File: src/rtl/riscv_pkg.sv
// Shared core-wide definitions used by the data-memory port arbiter.
package riscv_pkg;

    localparam int XLEN = 32;

    typedef enum logic {
        RUN    = 1'b0,
        HALTED = 1'b1
    } arb_state_t;

endpackage

File: src/rtl/dmem_port_arbiter_if.sv
// Loader/debug master valid/ready request channel plus its registered read-return.
interface dmem_port_arbiter_if #(
    parameter int XLEN = riscv_pkg::XLEN
) ();

    logic            ld_valid;
    logic            ld_ready;
    logic            ld_we;
    logic [XLEN-1:0] ld_addr;
    logic [XLEN-1:0] ld_wdata;
    logic            ld_rvalid;
    logic [XLEN-1:0] ld_rdata;

    modport master (
        output ld_valid,
        output ld_we,
        output ld_addr,
        output ld_wdata,
        input  ld_ready,
        input  ld_rvalid,
        input  ld_rdata
    );

    modport slave (
        input  ld_valid,
        input  ld_we,
        input  ld_addr,
        input  ld_wdata,
        output ld_ready,
        output ld_rvalid,
        output ld_rdata
    );

endinterface

File: src/rtl/dmem_port_arbiter_starve_ctr.sv
// Saturating count of consecutive cycles a pending loader request lost the port.
module arb_starve_ctr #(
    parameter int MAX_WAIT = 4
) (
    input  logic clk,
    input  logic rst,
    input  logic inc_i,
    input  logic clr_i,
    output logic sat_o
);

    localparam int              W   = $clog2(MAX_WAIT + 1);
    localparam logic [W-1:0]    SAT = W'(MAX_WAIT);

    logic [W-1:0] cnt_q, cnt_d;

    assign sat_o = (cnt_q == SAT);

    always_comb begin
        cnt_d = cnt_q;
        if (clr_i) begin
            cnt_d = '0;
        end else if (inc_i && !sat_o) begin
            cnt_d = cnt_q + 1'b1;
        end
    end

    always_ff @(posedge clk) begin
        if (!rst) begin
            cnt_q <= '0;
        end else begin
            cnt_q <= cnt_d;
        end
    end

endmodule

File: src/rtl/dmem_port_arbiter.sv
// Shares the data-memory port between the MEM stage and a loader, with halt handshake.
// Optional perf counters are built when DMEM_ARB_PERF_EN is defined.
module dmem_port_arbiter
    import riscv_pkg::*;
#(
    parameter int XLEN     = riscv_pkg::XLEN,
    parameter int MAX_WAIT = 4
) (
    input  logic               clk,
    input  logic               rst,
    input  logic               MemReqM,
    input  logic               MemWriteM,
    input  logic [XLEN-1:0]    ALUResultM,
    input  logic [XLEN-1:0]    WriteDataM,
    output logic [XLEN-1:0]    ReadDataM,
    output logic               StallM,
    dmem_port_arbiter_if.slave ld,
    input  logic               halt_req,
    output logic               halt_ack,
    output logic               mem_w_en,
    output logic [XLEN-1:0]    mem_addr,
    output logic [XLEN-1:0]    mem_w_d,
    input  logic [XLEN-1:0]    mem_r_d
`ifdef DMEM_ARB_PERF_EN
    ,
    output logic [31:0]        perf_stall_cnt,
    output logic [31:0]        perf_ldr_cnt
`endif
);

    arb_state_t      state_q, state_d;
    logic            halted;
    logic            ldr_gnt;
    logic            rd_gnt;
    logic            starve_sat;
    logic            starve_inc;
    logic            starve_clr;
    logic            ld_rvalid_q;
    logic [XLEN-1:0] ld_rdata_q;

    assign halted     = (state_q == HALTED);
    // Every combinational grant/write is gated by rst so nothing leaks out during reset.
    assign ldr_gnt    = rst & ld.ld_valid & (halted | ~MemReqM | starve_sat);
    assign rd_gnt     = ldr_gnt & ~ld.ld_we;
    assign starve_inc = ld.ld_valid & MemReqM & ~ldr_gnt;
    assign starve_clr = ldr_gnt | ~ld.ld_valid;

    arb_starve_ctr #(
        .MAX_WAIT (MAX_WAIT)
    ) u_starve (
        .clk   (clk),
        .rst   (rst),
        .inc_i (starve_inc),
        .clr_i (starve_clr),
        .sat_o (starve_sat)
    );

    always_comb begin
        state_d     = state_q;
        StallM      = 1'b0;
        mem_w_en    = 1'b0;
        mem_addr    = ALUResultM;
        mem_w_d     = WriteDataM;
        ld.ld_ready = ldr_gnt;

        case (state_q)
            RUN:     if (halt_req)  state_d = HALTED;
            HALTED:  if (!halt_req) state_d = RUN;
            default: state_d = RUN;
        endcase

        if (rst) begin
            StallM = halted | (MemReqM & ldr_gnt);
            if (ldr_gnt) begin
                mem_addr = ld.ld_addr;
                mem_w_d  = ld.ld_wdata;
                mem_w_en = ld.ld_we;
            end else begin
                // A stalled MEM store is held off here and retried once StallM drops.
                mem_w_en = MemReqM & MemWriteM & ~halted & ~StallM;
            end
        end
    end

    always_ff @(posedge clk) begin
        if (!rst) begin
            state_q     <= RUN;
            ld_rvalid_q <= 1'b0;
            ld_rdata_q  <= '0;
        end else begin
            state_q     <= state_d;
            ld_rvalid_q <= rd_gnt;
            if (rd_gnt) begin
                ld_rdata_q <= mem_r_d;
            end
        end
    end

    assign ReadDataM    = mem_r_d;
    assign halt_ack     = halted;
    assign ld.ld_rvalid = ld_rvalid_q;
    assign ld.ld_rdata  = ld_rdata_q;

`ifdef DMEM_ARB_PERF_EN
    logic [31:0] perf_stall_q, perf_ldr_q;

    always_ff @(posedge clk) begin
        if (!rst) begin
            perf_stall_q <= '0;
            perf_ldr_q   <= '0;
        end else begin
            if (StallM && !halted) begin
                perf_stall_q <= perf_stall_q + 32'd1;
            end
            if (ldr_gnt) begin
                perf_ldr_q <= perf_ldr_q + 32'd1;
            end
        end
    end

    assign perf_stall_cnt = perf_stall_q;
    assign perf_ldr_cnt   = perf_ldr_q;
`endif

endmodule

File: src/flat_wrapper.sv
// flat-port wrapper written by rule: the top's interface ports become plain ports
module dmem_port_arbiter_flat import riscv_pkg::*;
#(
    parameter int XLEN     = riscv_pkg::XLEN,
    parameter int MAX_WAIT = 4
)
  (clk, rst, MemReqM, MemWriteM, ALUResultM, WriteDataM, ReadDataM, StallM, halt_req, halt_ack, mem_w_en, mem_addr, mem_w_d, mem_r_d, ld_ld_valid, ld_ld_we, ld_ld_addr, ld_ld_wdata, ld_ld_ready, ld_ld_rvalid, ld_ld_rdata);
  dmem_port_arbiter_if #(.XLEN(XLEN)) ld_i ();
  input  logic clk;
  input  logic rst;
  input  logic MemReqM;
  input  logic MemWriteM;
  input  logic [XLEN-1:0] ALUResultM;
  input  logic [XLEN-1:0] WriteDataM;
  output logic [XLEN-1:0] ReadDataM;
  output logic StallM;
  input  logic halt_req;
  output logic halt_ack;
  output logic mem_w_en;
  output logic [XLEN-1:0] mem_addr;
  output logic [XLEN-1:0] mem_w_d;
  input  logic [XLEN-1:0] mem_r_d;
  input wire logic [$bits(ld_i.ld_valid)-1:0] ld_ld_valid;
  input wire logic [$bits(ld_i.ld_we)-1:0] ld_ld_we;
  input wire logic [$bits(ld_i.ld_addr)-1:0] ld_ld_addr;
  input wire logic [$bits(ld_i.ld_wdata)-1:0] ld_ld_wdata;
  output wire logic [$bits(ld_i.ld_ready)-1:0] ld_ld_ready;
  output wire logic [$bits(ld_i.ld_rvalid)-1:0] ld_ld_rvalid;
  output wire logic [$bits(ld_i.ld_rdata)-1:0] ld_ld_rdata;
  assign ld_i.ld_valid = ld_ld_valid;
  assign ld_i.ld_we = ld_ld_we;
  assign ld_i.ld_addr = ld_ld_addr;
  assign ld_i.ld_wdata = ld_ld_wdata;
  assign ld_ld_ready = ld_i.ld_ready;
  assign ld_ld_rvalid = ld_i.ld_rvalid;
  assign ld_ld_rdata = ld_i.ld_rdata;
  dmem_port_arbiter #(.XLEN(XLEN), .MAX_WAIT(MAX_WAIT)) u_core (.clk(clk), .rst(rst), .MemReqM(MemReqM), .MemWriteM(MemWriteM), .ALUResultM(ALUResultM), .WriteDataM(WriteDataM), .ReadDataM(ReadDataM), .StallM(StallM), .ld(ld_i), .halt_req(halt_req), .halt_ack(halt_ack), .mem_w_en(mem_w_en), .mem_addr(mem_addr), .mem_w_d(mem_w_d), .mem_r_d(mem_r_d));
endmodule
File: config.mk
export PLATFORM = sky130hd
export DESIGN_NAME = dmem_port_arbiter_flat
export DESIGN_NICKNAME = d
export VERILOG_FILES = /design/src/rtl/riscv_pkg.sv /design/src/rtl/dmem_port_arbiter_if.sv /design/src/rtl/dmem_port_arbiter_starve_ctr.sv /design/src/rtl/dmem_port_arbiter.sv /design/src/flat_wrapper.sv
export SDC_FILE = /design/constraint.sdc
export NUM_CORES = 1
export LEC_CHECK = 0
export ABC_CLOCK_PERIOD_IN_PS = 2400
export BUFFER_PORTS_ARGS = -buffer_cell sky130_fd_sc_hd__buf_4
export CORE_AREA = 3 3 114 116
export DETAILED_ROUTE_END_ITERATION = 7
export DIE_AREA = 0 0 117 119
export PLACE_DENSITY_LB_ADDON = 0.2
export SLEW_MARGIN = 20
export SYNTH_ARGS = -nofsm -noshare
export SYNTH_HDL_FRONTEND = slang
export SYNTH_SLANG_ARGS = --single-unit
File: constraint.sdc
create_clock -name clk -period 2.4 [get_ports clk]
set_input_delay 0.48 -clock clk [delete_from_list [all_inputs] [get_ports clk]]
set_output_delay 0.48 -clock clk [all_outputs]
set_load 0.005 [all_outputs]
==> impl_metrics.toml <==
[status]
outcome = "finished, final reports clean"

[sta]
setup_ws_ps = 59.58
tightestPinTransition_ps = 383.2
rsz0062_at_grt = "true"
report.final.slew_viol_count = 0
fin_hold_ws_ps = 417.0
fmaxAchievable_mhz = 427.3
setup_viol = 0
finalHoldViolCount = 0
layout_min_cycle_time_ps = 2340
fin_skew_ps = 8.851
relSlewSlack_pct = 74.45
finalCritPeriodShare_pct = 97.52

[floorplanning]
die-area_um2 = 13920
core_area_um2 = 12010
die_w_um = 117
start_util_pct = 21.05
rows = 40
die_h_um = 119
top_level_ports = 300

[route]
dr.pass1.iters = 4
ant_nets = 0
vias = 2836
via_per_inst = 4.140
wl_per_cell_um = 16.79
first_iter_violations = 89
drc_errors = 0
routed_wl_mm = 11.50

[worst_hold_path]
whs_endpoint = "u_core.halt_ack"
min_path_type = "in -> reg"
hold_depth = 2
min_from = "halt_req"

[cts]
htree_levels = 2
clk_path_buf_depth = 2
clock-root-buffer = "clkbuf_16"
clkTransAtPathRegs_ps = 50
clk_latency_ps = 280
clock-sinks = 37
cts_made_buffers = 5
cts_tree = "yes"

[job]
drv_cap = 0

[pwr]
power_frac_seq_pct = 32.0
p_sw_share_pct = 24.59
power_mw = 2.046
leakage_nw = 2.888
p_comb_share_pct = 35.7
ir_drop_v = 0.0002437
power_switching_mw = 0.5030
intPower_mw = 1.543
clock_power_share_pct = 32.3
power_density_nw_per_um2 = 395.3

[layout]
drive_gt1_share_pct = 73.61
diodes = 0
final_cell_mix = "buf_4 (302), dfxtp_1 (35), inv_1 (34), mux2_2 (33), nand2_1 (33)"
area.growth.synth_to_final_pct = 104.7
mostFrequentLayoutCell = "buf_4"
final_area_um2 = 5175
nFillCells = 1179
nets = 707

[critical_path]
worstSetupEndpointType = "output pin"
start_kind = "register"
worst_r2r_endpoint = "u_core.ld.ld_rdata[10]"
critPathArrivalTime_ps = 1860
r2r_slack_ps = 760
r2r_cells = 7
critical_path_required_ps = 1920
crit_path_max_fanout = 12
worst-setup-path-type = "reg -> out"
r2r-start = "u_core.u_starve.cnt_q[0]"

[place]
portBuffers = 299
place.gp.congestion = 0.8393
post-place-ws_ps = 147.4
dpl.hpwl_mm = 8.907
dpl_cell_area_um2 = 4657

[logic_synthesis]
synthesis.area_um2 = 2529
ys_seq_area_share_pct = 29.29
syn_area_per_cell_um2 = 9.578
synth_cell_type_count = 19
synth_seq_cells = 37
ys_warn_count = 0
netlist.area_leader.share_pct = 29.29
netlist_top_cells_area = "dfxtp_1 (29%), mux2_2 (29%), mux2i_1 (13%)"
syn-num-nets = 433
yosysTopAreaCell = "dfxtp_1"
netlist_instances = 264

[global_routing]
grt_util_all_layers_pct = 13.80
grt_pass1_vias = 2761
grt_pass1_wl_mm = 14.88
grt-ovfl-total = 0
grt_max_degree = 36
grt_antenna_before_repair = 0
[sequential cells by signal, summed over array words and instances (netlist names)]
signal	count
u_core.halt_ack	1
u_core.ld.ld_rdata	32
u_core.ld.ld_rvalid	1
u_core.u_starve.cnt_q	3
[routing by layer]
layer	GRT usage (%)	wire (um)
met3	3.709	1034
met1	14.56	4182
met2	26.60	6125
met4	3.011	160
met5	0	0
[cells in the mapped netlist, drive strengths merged]
master,n
nor3,3
and2,1
inv,36
and3,1
a22o,1
nand2,35
and2b,1
mux2,65
buf,44
dfxtp,37
a211o,1
mux2i,32
ha,2
xnor2,1
a21oi,1
clkbuf,3
[worst max path at each step]
stage                        startpoint      endpoint
6_report       u_core.u_starve.cnt_q[0]  mem_addr[19]
5_1_grt        u_core.u_starve.cnt_q[0]   mem_w_d[20]
4_1_cts        u_core.u_starve.cnt_q[0]   mem_addr[6]
3_5_place_dp                    MemReqM    mem_w_d[8]
3_3_place_gp                    MemReqM    mem_w_d[8]
2_1_floorplan                       rst  mem_addr[24]
[per-stage QoR]
| stage | util [%] | TNS, ps | std cells |
|---|---|---|---|
| floorplan | - | 0 | 264 |
| global placement | 38.77 | 0 | 667 |
| detailed placement | 38.77 | 0 | 667 |
| CTS | 40.67 | 0 | 677 |
| global route | 43.08 | -304.4 | 685 |
| finish | 43.08 | 0 | 685 |
[power by group through the flow]
| stage | Sequential, mW | Combinational, mW | Clock [mW] |
|---|---|---|---|
| after floorplan | 0.669 | 0.237 | 0 |
| after global placement | 0.667 | 0.653 | 0 |
| after detailed placement | 0.667 | 0.658 | 0 |
| after CTS | 0.655 | 0.678 | 0.681 |
| after global routing | 0.658 | 0.782 | 0.702 |
| final | 0.655 | 0.730 | 0.661 |
[cell type report]
cell class	instances	area [um^2]	area share [%]
flip-flops and latches	37	743.2	14.36
clock buffers	6	138.9	2.684
clock inverters	1	7.507	0.1451
multi-input cells	144	1438	27.78
well taps	147	183.9	3.554
repair buffers	314	2529	48.86
inverters	36	135.1	2.611
[worst max-delay path, cell delays in order, from the launching register on]
cell     delay (ps)
dfxtp_2         330
inv_2            60
ha_4            130
nand2_4          60
a21oi_4         190
buf_12          170
buf_16          150
mux2_2          340
buf_4           130
[cell families after synthesis]
| family | after synthesis | synth area share [%] |
|---|---|---|
| buffers and inverters | 83 | 19.74 |
| XOR/XNOR | 1 | 0.3464 |
| multiplexers | 97 | 41.61 |
| AO/OA/AOI/OAI | 3 | 1.039 |
| AND/OR/NAND/NOR | 41 | 6.977 |
| flip-flops | 37 | 29.29 |
| adder cells (fa/ha/maj) | 2 | 0.9895 |
[timing repair]
| action | 4_1_cts | 5_1_grt |
|---|---|---|
| resized for setup | 4 | 42 |
| buffers inserted | 1 | 2 |
| pin swaps | 1 | 0 |
| hold buffers | 0 | 0 |
| gates cloned | 2 | 6 |
| setup endpoints to repair | 32 | 42 |
Power figures use the tool's default switching activity.
